`config.mk`:
```
export PLATFORM = sky130hd
export DESIGN_NAME = ps2_tx_multi
export DESIGN_NICKNAME = d
export VERILOG_FILES = /design/src/rtl/ps2_tx_multi.sv
export SDC_FILE = /design/constraint.sdc
export NUM_CORES = 1
export LEC_CHECK = 0
export BUFFER_PORTS_ARGS = -buffer_cell sky130_fd_sc_hd__buf_4
export CAP_MARGIN = 10
export CORE_UTILIZATION = 27
export CTS_CLUSTER_DIAMETER = 200
export DETAILED_ROUTE_END_ITERATION = 8
export PLACE_DENSITY_LB_ADDON = 0.25
export SLEW_MARGIN = 20
export SYNTH_ARGS = -nofsm -noshare
export SYNTH_HDL_FRONTEND = slang
export SYNTH_SLANG_ARGS = --single-unit
```
`constraint.sdc`:
```
create_clock -name clk_sys -period 3.05 [get_ports clk_sys]
set_input_delay 0.61 -clock clk_sys [delete_from_list [all_inputs] [get_ports clk_sys]]
set_output_delay 0.61 -clock clk_sys [all_outputs]
set_load 0.05 [all_outputs]
```
`src/rtl/ps2_tx_multi.sv`:
```
// Multi-channel PS/2 device-side transmitter, one byte FIFO per channel.
// Optional host-inhibit handling is enabled with macro PS2_INHIBIT_EN.
module ps2_tx_multi #(
  parameter int CHANNELS  = 2,
  parameter int FIFO_BITS = 3,
  parameter int PS2DIV    = 100
) (
  input  logic                clk_sys,
  input  logic                reset_n,
  input  logic [7:0]          wr_data,
  input  logic [CHANNELS-1:0] wr_strobe,
  input  logic                flush,
  input  logic [CHANNELS-1:0] ps2_inhibit,
  output logic [CHANNELS-1:0] ps2_clk,
  output logic [CHANNELS-1:0] ps2_data,
  output logic [CHANNELS-1:0] fifo_full,
  output logic [CHANNELS-1:0] fifo_empty,
  output logic [CHANNELS-1:0] busy,
  output logic [CHANNELS-1:0] overflow
);

  localparam int DEPTH = 1 << FIFO_BITS;
  localparam logic [15:0] DIV_MAX = 16'(PS2DIV);

  localparam logic [3:0] ST_IDLE = 4'd0;
  localparam logic [3:0] ST_PAR  = 4'd9;
  localparam logic [3:0] ST_STOP = 4'd10;
  localparam logic [3:0] ST_END  = 4'd11;

  logic [15:0] div_q;
  logic        phase_q;
  logic        tick;

  assign tick = (div_q == DIV_MAX) && !phase_q;

  // Shared divider and phase bit; tick marks the 0->1 phase toggle
  always_ff @(posedge clk_sys) begin
    if (!reset_n) begin
      div_q   <= '0;
      phase_q <= 1'b0;
    end else if (div_q == DIV_MAX) begin
      div_q   <= '0;
      phase_q <= ~phase_q;
    end else begin
      div_q <= div_q + 16'd1;
    end
  end

`ifndef PS2_INHIBIT_EN
  logic unused_inh;
  assign unused_inh = ^ps2_inhibit;
`endif

  for (genvar n = 0; n < CHANNELS; n++) begin : g_ch
    logic [7:0]       mem [DEPTH];
    logic [FIFO_BITS:0] wp_q, rp_q;
    logic             full, empty, push, pop;
    logic             ovf_q;
    logic [3:0]       st_q, st_d;
    logic [7:0]       sh_q, sh_d;
    logic             par_q, par_d;
    logic             dat_q, dat_d;
    logic             inh;
    logic             clk_o, busy_o;

`ifdef PS2_INHIBIT_EN
    assign inh = ps2_inhibit[n];
`else
    assign inh = 1'b0;
`endif

    assign empty = (wp_q == rp_q);
    assign full  = (wp_q[FIFO_BITS-1:0] == rp_q[FIFO_BITS-1:0])
                && (wp_q[FIFO_BITS] != rp_q[FIFO_BITS]);
    assign push  = reset_n && wr_strobe[n] && !full && !flush;

    // Byte storage; contents are meaningless outside the pointer window
    always_ff @(posedge clk_sys) begin
      if (push) mem[wp_q[FIFO_BITS-1:0]] <= wr_data;
    end

    // FIFO pointers and sticky overflow; flush wins over push and pop
    always_ff @(posedge clk_sys) begin
      if (!reset_n || flush) begin
        wp_q  <= '0;
        rp_q  <= '0;
        ovf_q <= 1'b0;
      end else begin
        if (push) wp_q <= wp_q + 1'b1;
        if (pop) rp_q <= rp_q + 1'b1;
        if (wr_strobe[n] && full) ovf_q <= 1'b1;
      end
    end

    // Frame state register
    always_ff @(posedge clk_sys) begin
      if (!reset_n) begin
        st_q  <= ST_IDLE;
        sh_q  <= '0;
        par_q <= 1'b0;
        dat_q <= 1'b1;
      end else begin
        st_q  <= st_d;
        sh_q  <= sh_d;
        par_q <= par_d;
        dat_q <= dat_d;
      end
    end

    // Next-state: shift one frame bit out per tick
    always_comb begin
      st_d  = st_q;
      sh_d  = sh_q;
      par_d = par_q;
      dat_d = dat_q;
      pop   = 1'b0;
      if (inh && st_q != ST_IDLE && st_q != ST_END) begin
        st_d  = ST_IDLE;
        dat_d = 1'b1;
      end else if (tick) begin
        unique case (1'b1)
          (st_q == ST_IDLE): begin
            if (!empty && !inh) begin
              sh_d  = mem[rp_q[FIFO_BITS-1:0]];
              dat_d = 1'b0;
              par_d = 1'b1;
              st_d  = 4'd1;
            end
          end
          (st_q >= 4'd1 && st_q <= 4'd8): begin
            dat_d = sh_q[0];
            par_d = par_q ^ sh_q[0];
            sh_d  = sh_q >> 1;
            st_d  = st_q + 4'd1;
          end
          (st_q == ST_PAR): begin
            dat_d = par_q;
            st_d  = ST_STOP;
          end
          (st_q == ST_STOP): begin
            dat_d = 1'b1;
            st_d  = ST_END;
          end
          (st_q == ST_END): begin
            pop   = !empty;
            dat_d = 1'b1;
            st_d  = ST_IDLE;
          end
          default: begin
            dat_d = 1'b1;
            st_d  = ST_IDLE;
          end
        endcase
      end
    end

    // Outputs: clock idles high, low half only while a frame runs
    always_comb begin
      clk_o  = phase_q || (st_q == ST_IDLE);
      busy_o = (st_q != ST_IDLE);
    end

    assign ps2_clk[n]    = clk_o;
    assign busy[n]       = busy_o;
    assign ps2_data[n]   = dat_q;
    assign fifo_full[n]  = full;
    assign fifo_empty[n] = empty;
    assign overflow[n]   = ovf_q;
  end

endmodule

```
---- After elaboration in Yosys (flattened, before gate mapping) ----
Memories as Yosys holds them, arrays and structs flattened. A register that Yosys moved wholly into a read port is not among the register bits.
Cells that the tools add are included.
word-level totals
  bits in registers ....................... 63
  bits in writable memories ............... 128
  bits of input ports ..................... 15
  word-level logic and storage cells ...... 110
  memories ................................ 2
memories
  name         words  width  read ports  clocked after memory_dff  write ports  line  text
  g_ch[0].mem  8      8      1           1                         1            55    logic [7:0] mem [DEPTH];
  g_ch[1].mem  8      8      1           1                         1            55
operators by class
  add/sub/neg operators ................... 7
  magnitude comparators ................... 4
  eq/ne operators ......................... 15
  muxes and demuxes ....................... 28
  bitwise logic cells ..................... 4
  reduce and logical (&&, ||, !) cells .... 34
operators with widths
  kind                                                   number
  one-hot mux 4 bit (4 select lines)                     2
  one-hot mux 8 bit (2 select lines)                     2
  adder 4 x 1 -> 4 bit, second input constant            6
  equality test 4 bit, second input constant             6
  adder 16 x 1 -> 16 bit, second input constant          1
  equality test 16 x 7 -> 1 bit, second input constant   1
  2-to-1 mux 8 bit                                       2
  logical AND 1 bit                                      13
  2-to-1 mux 1 bit                                       12
  2-to-1 mux 3 bit                                       4
  equality test 4 bit                                    2
  >= comparator 4 x 1 -> 1 bit, second input constant    2
  less-or-equal comparator 4 bit, second input constant  2
  logical NOT 4 bit                                      2
  2-to-1 mux 4 bit                                       2
  nonzero test 4 bit                                     2
  logical NOT 1 bit                                      7
  equality test 3 bit                                    2
  one-hot mux 1 bit (3 select lines)                     2
  AND reduction 3 bit                                    2
  != test 2 bit, second input constant                   2
  one-hot mux 1 bit (2 select lines)                     2
  AND reduction 2 bit                                    2
  nonzero test 2 bit                                     2
  other kinds (5)                                        10

---- Longest topological paths before layout ----
  depth after elaboration ................. 7
  mapped depth ............................ 9
  depth with buffers taken out ............ 9

---- Least setup slack after synthesis ----
No wires, ideal clock.
  path type ............................... input port to flip-flop
  start point ............................. in reset_n
  end point ............................... mem g_ch[1].mem[0][0] (enable)
  data arrival time ....................... 2040 ps
  setup slack ............................. 627 ps
  stages .................................. 4
  cells stage by stage .................... clkbuf_1 -> nand2b_1 -> or3_1 -> nor3_1
on the way
  word-level cells in the longest chain between the ends .. 5
ends and longest elaborated chain
  item                                    line  text
  from (decl)                             9     input logic reset_n,
  logical AND 1 bit (3 in series)         75    assign push = reset_n && wr_strobe[n] && !full && !flush;
  2-to-1 mux 1 bit                        79    if (push) mem[wp_q[FIFO_BITS-1:0]] <= wr_data;
  2-to-1 mux 1 bit (not written as such)  79
  to (decl)                               55
Every way passes these cells.

---- Final worst setup path ----
  start point ............................. reg g_ch[1].wp_q[1]
  end point ............................... out fifo_empty[1]
on the way
  word-level cells in the longest chain between the ends .. 1
ends and longest elaborated chain
  item                    line  text
  from (decl)             56    logic [FIFO_BITS:0] wp_q, rp_q;
  from (signal assigned)  89    if (push) wp_q <= wp_q + 1'b1;
  equality test 4 bit     72    assign empty = (wp_q == rp_q);
  to (decl)               17    output logic [CHANNELS-1:0] fifo_empty,
Every way passes these cells.

==> flow_summary.json <==
{
  "worst_slew_pin_slew_ns": 0.9508,
  "fp-row-count": 64,
  "final_cell_mix": "128 x edfxtp_1, 71 x nor2_1, 69 x dfxtp_1",
  "synth_top_cell_by_area": "edfxtp_1",
  "finalSetupViolations": 0,
  "skew_ns": 0.01063,
  "startpoint": "g_ch[1].wp_q[1]$_SDFFE_PP0P_",
  "die_area_sq_um": 32390,
  "start_util": 0.2766,
  "wire_per_inst_microns": 16.16,
  "place_congestion": 0.7360,
  "critPathKind": "reg -> out",
  "end_kind": "output pin",
  "h-tree-depth": 4,
  "ys_seq_area_frac": 0.6111,
  "min_period_over_period": 0.8618,
  "first_pass_iters": 7,
  "rsz0062_at_grt": "false",
  "tritoncts": "built",
  "portBuffers": 24,
  "grt_antenna_before_repair": 0,
  "clkLatencyLatePin_ns": 0.43,
  "path_max_fanout": 9,
  "syn-cell-area_sq_um": 8551,
  "drv_slew": 0,
  "syn_to_final_growth_pct": 13.83,
  "violations": "design-rule violations",
  "cts_hold_buf": 0,
  "synth_largest_type_area_fraction": 0.4495,
  "path_cells": "xor2_4 > nor4b_4 > buf_4",
  "grt_pass1_wl_mm": 27.72,
  "ant_nets": 0,
  "routed_wirelength_mm": 17.01,
  "hold_path_class": "in -> reg",
  "core_sq_um": 30910,
  "peakVddDrop_v": 0.0002737,
  "grt_max_degree": 27,
  "post-route-util": 0.3149,
  "gr-total-overflow": 0,
  "crit_required_ns": 2.44,
  "maxCapViolCount": 0,
  "synth.distinct_cells": 71,
  "grt_pass1_vias": 5031,
  "dpl.hpwl_mm": 11.36,
  "synthCells": 621,
  "hold_viol_final": 0,
  "clk_pin_slew_ns": 0.07,
  "vias": 4905,
  "finalSetupTns_ns": 0,
  "timing.slew.headroom": 0.3653,
  "cts_setup_buffers": 0,
  "drive_gt1_frac": 0.1963,
  "fin_crit_ns": 2.629,
  "gr-usage-all-layers": 0.1107,
  "diodes": 0,
  "leakage_uw": 0.003089,
  "cp_num_buf_inv": 1,
  "initialDrtViolationCount": 352,
  "synth_nets": 651,
  "min_from": "wr_strobe[0]",
  "ys_seq_elements": 197,
  "synth_flop_cell": "edfxtp_1",
  "ys_top_cells_by_area": "edfxtp_1 45%, dfxtp_1 16%, mux4_2 6.3%",
  "die_h_microns": 180.0,
  "clockBufferDepth": 2,
  "critPathMaxStageDelay_ns": 0.61,
  "crit_slowest_cell": "dfxtp_1",
  "synth-edff-count": 128,
  "r2r_start": "div_q[0]$_SDFF_PP0_",
  "clkSinkCount": 197,
  "cp_top_family": "flip-flops",
  "fin_nets": 674,
  "drc": 5,
  "holdWs_ns": 0.4382,
  "ys_warn_count": 0,
  "syn_avg_cell_area_sq_um": 13.77,
  "arrival_ns": 2.02,
  "cp-start-kind": "register",
  "post_cts_resize_count": 0,
  "status": "finished, violations left",
  "layout_commonest_cell": "edfxtp_1",
  "p_per_area_nw_per_um2": 538.2,
  "io_pins": 27,
  "root_buffer": "clkbuf_16",
  "ys_async_sr_fraction": 0,
  "reg2reg_setup_slack_ns": 0.56,
  "cts_buffers": 17,
  "max_freq_mhz": 380.4,
  "vias_per_cell": 4.658,
  "fp.dieW_microns": 180.0
}
==> per-layer routing <==
layer | vias to the layer above | track usage | wire length, microns
met5 | - | 0 | 0
met4 | 0 | 0.04034 | 230
met3 | 14 | 0.02553 | 606
met2 | 85 | 0.1782 | 8012
met1 | 2450 | 0.1451 | 8162
li1 | 2356 | - | -
==> power breakdown <==
group	internal [uW]	leakage [uW]	switching, uW
clock	1280	0.000273	959
combinational	49.9	0.00111	92.4
sequential	2850	0.00171	10.2
total	4180	0.00309	1060
==> Yosys cell counts (all sizes together) (2+ instances only) <==
cell type    n
o41ai        3
inv         15
nor3        11
o211ai       7
o221a        2
a22oi        7
mux4        24
nor3b        2
nand2b      11
nand3       19
or3          4
xor2        15
o21a         2
nor2        73
and3         4
nand2       25
a211oi      13
dfxtp       69
a221oi       6
a21oi       16
clkbuf      13
nor4         5
nand4        5
nor2b       11
and2         3
xnor2       16
o21ai       10
nand4b       2
nand3b       2
mux2i       23
o22ai        7
nor4b        5
o2bb2ai      7
edfxtp     128
buf         27
ha          15
==> path summary, 6_finish.rpt <==
check,end,cells past startpoint
max,fifo_empty[1],3
min,g_ch[0].ovf_q$_SDFFE_PP0P_,3
max reg2reg,g_ch[0].par_q$_SDFFE_PN0P_,7
min reg2reg,g_ch[1].sh_q[6]$_SDFFE_PN0P_,1
==> kinds of logic (layout without fill, tap and decap cells) <==
logic type	after synthesis	after routing	synth area share
flip-flops	197	197	0.6111
AND/OR/NAND/NOR	186	186	0.1229
AO/OA/AOI/OAI	89	89	0.08063
buffers and inverters	56	92	0.03409
multiplexers	47	47	0.09014
XOR/XNOR	31	31	0.03922
adder cells (fa/ha/maj)	15	15	0.02195
==> layout make-up <==
| class | instances | area [sq um] |
|---|---|---|
| Clock inverter | 15 | 162.7 |
| Fill cell | 3049 | 21180 |
| Sequential cell | 197 | 5225 |
| Tap cell | 396 | 495.5 |
| Multi-Input combinational cell | 368 | 3034 |
| Inverter | 16 | 60.06 |
| Clock buffer | 17 | 425.4 |
| Timing Repair Buffer | 44 | 330.3 |
==> sequential cells by signal (all words and copies together) (netlist names), named ones only <==
| signal | flops |
|---|---|
| g_ch.sh_q | 16 |
| g_ch.wp_q | 8 |
| g_ch.dat_q | 2 |
| g_ch.mem | 128 |
| phase_q | 1 |
| g_ch.rp_q | 8 |
| g_ch.st_q | 8 |
| div_q | 16 |
| g_ch.ovf_q | 2 |
| g_ch.par_q | 2 |
==> worst min-delay path: stages <==
cell	delay, ns
buf_4	0.10
a21oi_1	0.05
nor2_1	0.07
==> through the flow <==
stage | instance area [sq um] | power, uW | std cells | worst slack (ns)
final | 9733 | 5238 | 1053 | 0.4214
after global routing | 9733 | 5420 | 1053 | 0.2654
after CTS | 9733 | 5318 | 1053 | 0.3382
after detailed placement | 9145 | 3064 | 1021 | 0.5646
after global placement | 9145 | 3058 | 1021 | 0.6034
after floorplan | 8551 | 2996 | 621 | 0.6270
(Power assumes the default switching activity.)
